--- src/rtl/fetch_pc_sequencer_if.sv ---
// Fetch-side bundle between the PC sequencer, the EX branch unit and IMEM.
// The master drives stall/branch/clear controls; the slave (sequencer) drives addresses and statistics.
interface fetch_pc_sequencer_if #(
  parameter int unsigned CNT_W = 32
);
  logic             stall;
  logic             br_valid;
  logic             take_branch;
  logic [31:0]      br_target;
  logic             cnt_clear;
  logic [31:0]      fetch_addr;
  logic [31:0]      pc_if;
  logic             if_valid;
  logic             redirect_pend;
  logic [CNT_W-1:0] cnt_taken;
  logic [CNT_W-1:0] cnt_not_taken;

  modport master (
    output stall, br_valid, take_branch, br_target, cnt_clear,
    input  fetch_addr, pc_if, if_valid, redirect_pend, cnt_taken, cnt_not_taken
  );

  modport slave (
    input  stall, br_valid, take_branch, br_target, cnt_clear,
    output fetch_addr, pc_if, if_valid, redirect_pend, cnt_taken, cnt_not_taken
  );
endinterface

--- src/rtl/fetch_pc_sequencer.sv ---
// Fetch PC sequencer for the 3-stage pipeline: drives IMEM address, applies EX redirects,
// parks a taken redirect that lands during a fetch stall, and keeps saturating branch counters.
module fetch_pc_sequencer #(
  parameter logic [31:0] RESET_PC = 32'h4000_0000,
  parameter int unsigned CNT_W    = 32
) (
  input logic                 clk,
  input logic                 rst,
  fetch_pc_sequencer_if.slave bus
);

  typedef enum logic [1:0] {
    BOOT = 2'd0,
    RUN  = 2'd1,
    HOLD = 2'd2
  } state_t;

  state_t           state;
  logic [31:0]      pc_q;
  logic [31:0]      pend_target;
  logic [31:0]      fetch_addr;
  logic             if_valid_q;
  logic             pend_q;
  logic [CNT_W-1:0] cnt_taken_q;
  logic [CNT_W-1:0] cnt_not_taken_q;
  logic             taken;

  assign taken = bus.br_valid & bus.take_branch;

  // A stall re-presents the current PC so IMEM returns the same instruction.
  always_comb begin
    // NOTE: assign a default before the case so no path leaves fetch_addr unassigned (no latch).
    fetch_addr = RESET_PC;
    if (!rst) begin
      case (state)
        RUN:     fetch_addr = bus.stall ? pc_q : (taken ? bus.br_target : pc_q + 32'd4);
        HOLD:    fetch_addr = bus.stall ? pc_q : (taken ? bus.br_target : pend_target);
        default: fetch_addr = RESET_PC;
      endcase
    end
  end

  always_ff @(posedge clk) begin
    // NOTE: all state uses non-blocking assignments so every register samples pre-edge values.
    if (rst) begin
      state           <= BOOT;
      pc_q            <= RESET_PC;
      if_valid_q      <= 1'b0;
      pend_q          <= 1'b0;
      pend_target     <= 32'd0;
      cnt_taken_q     <= '0;
      cnt_not_taken_q <= '0;
    end else begin
      if (bus.cnt_clear) begin
        cnt_taken_q     <= '0;
        cnt_not_taken_q <= '0;
      end else if (bus.br_valid && state != BOOT) begin
        if (bus.take_branch) begin
          if (cnt_taken_q != '1) cnt_taken_q <= cnt_taken_q + CNT_W'(1);
        end else begin
          if (cnt_not_taken_q != '1) cnt_not_taken_q <= cnt_not_taken_q + CNT_W'(1);
        end
      end

      case (state)
        BOOT: begin
          pc_q       <= fetch_addr;
          if_valid_q <= 1'b1;
          state      <= RUN;
        end
        RUN: begin
          if (!bus.stall) begin
            pc_q <= fetch_addr;
          end else if (taken) begin
            pend_target <= bus.br_target;
            pend_q      <= 1'b1;
            state       <= HOLD;
          end
        end
        HOLD: begin
          // The newest taken redirect wins while parked.
          if (bus.stall) begin
            if (taken) pend_target <= bus.br_target;
          end else begin
            pc_q   <= fetch_addr;
            pend_q <= 1'b0;
            state  <= RUN;
          end
        end
        default: state <= BOOT;
      endcase
    end
  end

  assign bus.fetch_addr    = fetch_addr;
  assign bus.pc_if         = pc_q;
  assign bus.if_valid      = if_valid_q;
  assign bus.redirect_pend = pend_q;
  assign bus.cnt_taken     = cnt_taken_q;
  assign bus.cnt_not_taken = cnt_not_taken_q;

endmodule

--- src/flat_wrapper.sv ---
// flat-port wrapper written by rule: the top's interface ports become plain ports
module fetch_pc_sequencer_flat 
#(
  parameter logic [31:0] RESET_PC = 32'h4000_0000,
  parameter int unsigned CNT_W    = 32
)
  (clk, rst, bus_stall, bus_br_valid, bus_take_branch, bus_br_target, bus_cnt_clear, bus_fetch_addr, bus_pc_if, bus_if_valid, bus_redirect_pend, bus_cnt_taken, bus_cnt_not_taken);
  fetch_pc_sequencer_if #(.CNT_W(CNT_W)) bus_i ();
  input logic clk;
  input logic rst;
  input wire logic [$bits(bus_i.stall)-1:0] bus_stall;
  input wire logic [$bits(bus_i.br_valid)-1:0] bus_br_valid;
  input wire logic [$bits(bus_i.take_branch)-1:0] bus_take_branch;
  input wire logic [$bits(bus_i.br_target)-1:0] bus_br_target;
  input wire logic [$bits(bus_i.cnt_clear)-1:0] bus_cnt_clear;
  output wire logic [$bits(bus_i.fetch_addr)-1:0] bus_fetch_addr;
  output wire logic [$bits(bus_i.pc_if)-1:0] bus_pc_if;
  output wire logic [$bits(bus_i.if_valid)-1:0] bus_if_valid;
  output wire logic [$bits(bus_i.redirect_pend)-1:0] bus_redirect_pend;
  output wire logic [$bits(bus_i.cnt_taken)-1:0] bus_cnt_taken;
  output wire logic [$bits(bus_i.cnt_not_taken)-1:0] bus_cnt_not_taken;
  assign bus_i.stall = bus_stall;
  assign bus_i.br_valid = bus_br_valid;
  assign bus_i.take_branch = bus_take_branch;
  assign bus_i.br_target = bus_br_target;
  assign bus_i.cnt_clear = bus_cnt_clear;
  assign bus_fetch_addr = bus_i.fetch_addr;
  assign bus_pc_if = bus_i.pc_if;
  assign bus_if_valid = bus_i.if_valid;
  assign bus_redirect_pend = bus_i.redirect_pend;
  assign bus_cnt_taken = bus_i.cnt_taken;
  assign bus_cnt_not_taken = bus_i.cnt_not_taken;
  fetch_pc_sequencer #(.RESET_PC(RESET_PC), .CNT_W(CNT_W)) u_core (.clk(clk), .rst(rst), .bus(bus_i));
endmodule
--- config.mk ---
export PLATFORM = sky130hd
export DESIGN_NAME = fetch_pc_sequencer_flat
export DESIGN_NICKNAME = d
export VERILOG_FILES = /design/src/rtl/fetch_pc_sequencer_if.sv /design/src/rtl/fetch_pc_sequencer.sv /design/src/flat_wrapper.sv
export SDC_FILE = /design/constraint.sdc
export NUM_CORES = 1
export LEC_CHECK = 0
export ABC_AREA = 1
export ABC_CLOCK_PERIOD_IN_PS = 5600
export CORE_MARGIN = 3
export CORE_UTILIZATION = 57
export DETAILED_ROUTE_END_ITERATION = 6
export MAX_ROUTING_LAYER = met4
export PLACE_DENSITY = 0.88
export SLEW_MARGIN = 25
export SYNTH_ARGS = -nofsm -noshare
export SYNTH_HDL_FRONTEND = slang
export SYNTH_SLANG_ARGS = --single-unit
--- constraint.sdc ---
create_clock -name clk -period 5.6 [get_ports clk]
set_clock_uncertainty 0.1 [all_clocks]
set_input_delay 1.68 -clock clk [delete_from_list [all_inputs] [get_ports clk]]
set_output_delay 1.68 -clock clk [all_outputs]
set_load 0.02 [all_outputs]
After elaboration in Yosys (flattened, before gate mapping) --
Cells that the tools add are included. Widths: inputs -> output; s select.
Operators by class: add/subtract/negate cells 3, bitwise gates (word level) 2, mux-type cells 16, order comparisons 0, multipliers 0, div/mod/pow operators 0, equality and inequality tests 8, shift-type cells 0, reduce and logical (&&, ||, !) cells 13
Operators with widths (count):
- $mux 32 | 6
- $pmux 32 s2 | 2
- $add 32x1->32 const B | 2
- $ne 32x32->1 const B | 2
- $add 32x3->32 const B | 1
- $reduce_and 3->1 | 3
- $mux 2 | 3
- $ne 2x2->1 const B | 3
- $pmux 2 s3 | 1
- $reduce_bool 2->1 | 3
- $reduce_and 2->1 | 2
- $reduce_and 4->1 | 1
- $reduce_or 2->1 | 2
- $mux 1 | 3
- $eq 2x1->1 const B | 1
- $eq 2x2->1 const B | 1
- $logic_not 2->1 | 1
- $ne 2x1->1 const B | 1
- $pmux 1 s2 | 1
- $and 1x1->1 | 1
- $logic_and 1x1->1 | 1
- $not 1->1 | 1
Word-level totals: word-level logic and storage cells 49, output and inout bits 130, ROM bits 0, input port bits 38, latch bits 0, bits in registers 132, RAM bits 0, memories 0

Longest topological paths before layout --
Gate-level depths: netlist (run 1).
depth in word-level cells 7, mapped depth 15, gate-level depth less buffers 15

Worst setup path after synthesis (run 1) --
Ideal clock, no wire load.
path kind input -> output, start input port bus_take_branch, end output port bus_fetch_addr[3], stages 6, slack 997 ps, buffers on the path 1, arrival time 2823 ps, cells stage by stage nand2_1 > clkbuf_1 > nor2_1 > o21ai_0 > nand2_1 > a21oi_1
Between the ends: cells in the longest elaborated chain, start to end 5, elaborated cells on any way between the ends 7, classes of those cells mux (6); bitwise (1)
RTL lines:
- start, declared | RTL line flat_wrapper.sv:13 | input wire logic [$bits(bus_i.take_branch)-1:0] bus_take_branch;
- $and 1x1->1 (*) | RTL line fetch_pc_sequencer.sv:28 | assign taken = bus.br_valid & bus.take_branch;
- $mux 32, on equally long branches (2 in series) | RTL line fetch_pc_sequencer.sv:37, fetch_pc_sequencer.sv:36
- $pmux 32 s2 (*) | RTL line fetch_pc_sequencer.sv:35 | case (state)
- $mux 32 (*) | RTL line fetch_pc_sequencer.sv:34 | if (!rst) begin
- end, declared | RTL line flat_wrapper.sv:16 | output wire logic [$bits(bus_i.fetch_addr)-1:0] bus_fetch_addr;
Mark *: on every way between the ends. The rest lies on a longest branch, timed or not.

Worst setup path after layout (run 1) --
start input port bus_take_branch, end output port bus_fetch_addr[12]
The elaborated chain is that of the path after synthesis.

==> impl_metrics.py, run 1 <==
metrics = {
    "outcome": {
        "status": "completed",
    },
    "power": {
        "pwr_density_cell_nw_per_um2": 249,
        "p_leak_nw": 4.86,
        "max-vdd-ir-drop_v": 0.000241,
    },
    "yosys": {
        "netlist.area_leader.share_pct": 30.1,
        "synth_cells": 1478,
        "netlist_area_um2": 8770,
        "ys_types": 42,
        "synth_top_area_cell": "dfxtp_1",
        "syn_area_per_cell_um2": 5.93,
        "ys_ff_latch": 132,
        "synth.yosys.seq_area_share_pct": 30.1,
        "yosysWarnings": 0,
        "synthTopCellsByArea": "dfxtp_1 30%, nand2_1 18%, a21oi_1 9.8%",
        "synthesis.nets": 1522,
    },
    "critical_path": {
        "critical-path-slowest-cell": "clkdlybuf4s50_1",
        "path_cells": "clkdlybuf4s50_1, nand2_4, clkbuf_16, a31o_2, nand2_1, nand2_1, nand2_1, nand2_1, inv_1, clkdlybuf4s50_1",
        "cpMostUsedCell": "nand2_1",
        "rrSetupSlack_ps": 2930,
        "worst_setup_path_end_kind": "primary output",
        "crit_fanout": 24,
        "crit_required_ps": 3820,
        "arrival_ps": 3730,
        "reg2reg_to": "u_core.bus.cnt_not_taken[9]",
        "start_kind": "primary input",
        "critical_path_class": "primary input to primary output",
        "reg2reg_from": "u_core.bus.cnt_not_taken[1]",
        "slowest_delay_ps": 590,
        "r2r_cells": 10,
    },
    "layout": {
        "layoutNonFillerInstCount": 1814,
        "regArea_um2": 2640,
        "layout_commonest_cell": "nand2_1",
        "layout-drive-gt1-share_pct": 4.23,
        "antennaDiodeCount": 0,
        "postLayoutCoreUtil_pct": 75.5,
        "nNetsFinal": 1662,
        "fillers": 1239,
        "mostFrequentLayoutCells": "427 x nand2_1, 191 x inv_1, 171 x a21oi_1, 159 x nor2_1, 150 x clkdlybuf4s50_1",
        "area_growth_pct": 27.5,
        "multiInputGateArea_um2": 5080,
    },
    "timing": {
        "worst_pin_slew_ps": 814,
        "setup_viol": 0,
        "fmax_ghz": 0.182,
        "finalMaxSlewViolations": 0,
        "period_needed_ps": 5510,
        "slew_headroom_pct": 45.4,
        "period_share_pct": 98.4,
        "hold_viol": 0,
    },
    "die": {
        "pin_count": 168,
        "rows": 44,
        "coreArea_um2": 14800,
        "start_util_pct": 59.2,
        "die_w_um": 130,
        "die_area_um2": 16900,
        "dieHeight_um": 130,
    },
    "clocking": {
        "clk_path_buf_depth": 2,
        "clkSinkCount": 132,
        "clk_pin_slew_worst_paths_ps": 60,
        "root_buffer": "clkbuf_16",
        "cts_tree": "done",
        "cts_buffers": 17,
        "htreeDepth": 4,
        "post_cts_buffers": 0,
        "clock_latency_ps": 430,
    },
    "route": {
        "vias_per_cell": 5.58,
        "routed_wl_um": 27700,
        "drc_errors": 0,
        "vias": 10124,
        "firstDrtPassIters": 5,
        "first_iter_violations": 880,
        "ant_nets": 0,
        "wl_per_cell_um": 15.3,
    },
    "global_routing": {
        "grt_pass1_wl_um": 44400,
        "grt-ovfl-total": 0,
        "grt_start_max_net_pins": 65,
        "track_usage_pct": 33.4,
        "antenna_found_initial": 0,
        "grt_pass1_vias": 9222,
    },
    "placed_design": {
        "gp_congestion": 0.933,
        "dp_cells": 1782,
        "dpl.hpwl_um": 19600,
        "port_buffers": 167,
    },
    "hold_path": {
        "min_path_type": "register to register",
        "whs_endpoint": "u_core.bus.redirect_pend",
        "min_path_cells": 2,
        "hold_path_startpoint": "u_core.bus.redirect_pend",
    },
    "run": {
        "maxCapViolations": 0,
    },
}
## layout make-up
class                           instances  share of cell area, %
Multi-Input combinational cell       1086                   45.5
Sequential cell                       132                   23.6
Timing Repair Buffer                  185                   17.2
Inverter                              196                   6.58
Clock buffer                           22                   4.06
Tap cell                              184                   2.06
Clock inverter                          9                  0.941
## state kept, by name, summed over array words and instances (netlist names)
name and count:
u_core.bus.redirect_pend 1, u_core.bus.cnt_not_taken 32, u_core.pend_target 32, u_core.state 2, u_core.bus.if_valid 1, u_core.bus.pc_if 32, u_core.bus.cnt_taken 32
## stage by stage
stage	setup TNS [ps]	setup slack, ps	area (um2)	hold WS [ps]	total power, mW
finish	0	91.4	11200	373	2.79
global placement	0	67.3	10500	353	1.68
floorplan	0	997	8770	358	1.47
CTS	0	30.9	11100	372	2.78
global route	-4.10	-4.10	11200	404	2.91
detailed placement	0	20.9	10500	360	1.70
## critical path, delay by kind of cell
family	cells	cell delay [ps]
AO/OA/AOI/OAI	1	250
buffers and inverters	4	1400
AND/OR/NAND/NOR	5	380
## what timing repair did
action / CTS / global route
hold buffers: 0 / 0
setup endpoints to repair: 1 / 22
gates cloned: 0 / 1
hold endpoints to repair: 0 / 0
gates resized for setup: 1 / 22
## synthesized netlist by cell type
master	n
nand3_2	1
nor3_2	3
a211oi_1	1
xnor2_1	14
o21bai_1	5
o21ai_0	136
or2_0	1
inv_1	191
o211ai_1	1
buf_2	8
nand2_1	429
nor2_1	159
and3_1	2
buf_1	5
nand3b_4	1
nand4_1	17
nor4_1	12
ha_1	6
nor3b_1	2
inv_2	3
xor2_1	34
o21ai_1	3
or2_1	1
nand2_2	1
a21oi_1	171
a211oi_2	1
nor3_1	29
nand3_1	41
nand2_4	1
nor2_2	6
o21a_1	1
nand3b_1	2
or2_2	1
clkinv_1	2
a31oi_1	1
nor3_4	1
a31o_2	1
clkbuf_1	42
a21oi_2	1
buf_6	8
dfxtp_1	132
buf_4	1
## power breakdown
group          switching, mW  internal [mW]
clock network          0.426          0.663
logic                  0.379          0.234
registers             0.0772           1.01
total                  0.882           1.90
## kinds of logic after synthesis
kind of cell | after synthesis | synth area share, %
AO/OA/AOI/OAI | 322 | 18.8
flip-flops | 132 | 30.1
XOR/XNOR | 48 | 4.80
AND/OR/NAND/NOR | 710 | 33.4
buffers and inverters | 260 | 12.0
adder cells (fa/ha/maj) | 6 | 0.856
## worst max path at each step
stage / startpoint / to / slack, ps / cells after the start
floorplan: bus_take_branch / bus_fetch_addr[3] / 1000 / 6
global placement: bus_take_branch / bus_fetch_addr[13] / 70 / 10
detailed placement: bus_take_branch / bus_fetch_addr[13] / 20 / 10
CTS: bus_take_branch / bus_fetch_addr[3] / 30 / 8
global route: bus_take_branch / bus_fetch_addr[5] / -4 / 11
finish: bus_take_branch / bus_fetch_addr[12] / 90 / 10
## routing by layer
layer	vias up	share of wire (%)	GRT usage [%]
li1	4988	-	-
met1	4588	41	41.2
met2	471	49	55.0
met3	77	7.4	5.53
met4	0	3.0	12.2
met5	-	0	-
No activity file was read; power rests on OpenSTA's default activity.
==> run 2, diff against run 1 <==
--- a/config.mk
+++ b/config.mk
@@ -9,6 +9,7 @@
 export ABC_CLOCK_PERIOD_IN_PS = 5600
 export CORE_MARGIN = 3
 export CORE_UTILIZATION = 57
+export CTS_CLUSTER_DIAMETER = 50
 export DETAILED_ROUTE_END_ITERATION = 6
 export MAX_ROUTING_LAYER = met4
 export PLACE_DENSITY = 0.88
==> results of run 2 <==
No change in the layout: final DEF, timing and power equal those of run 1.
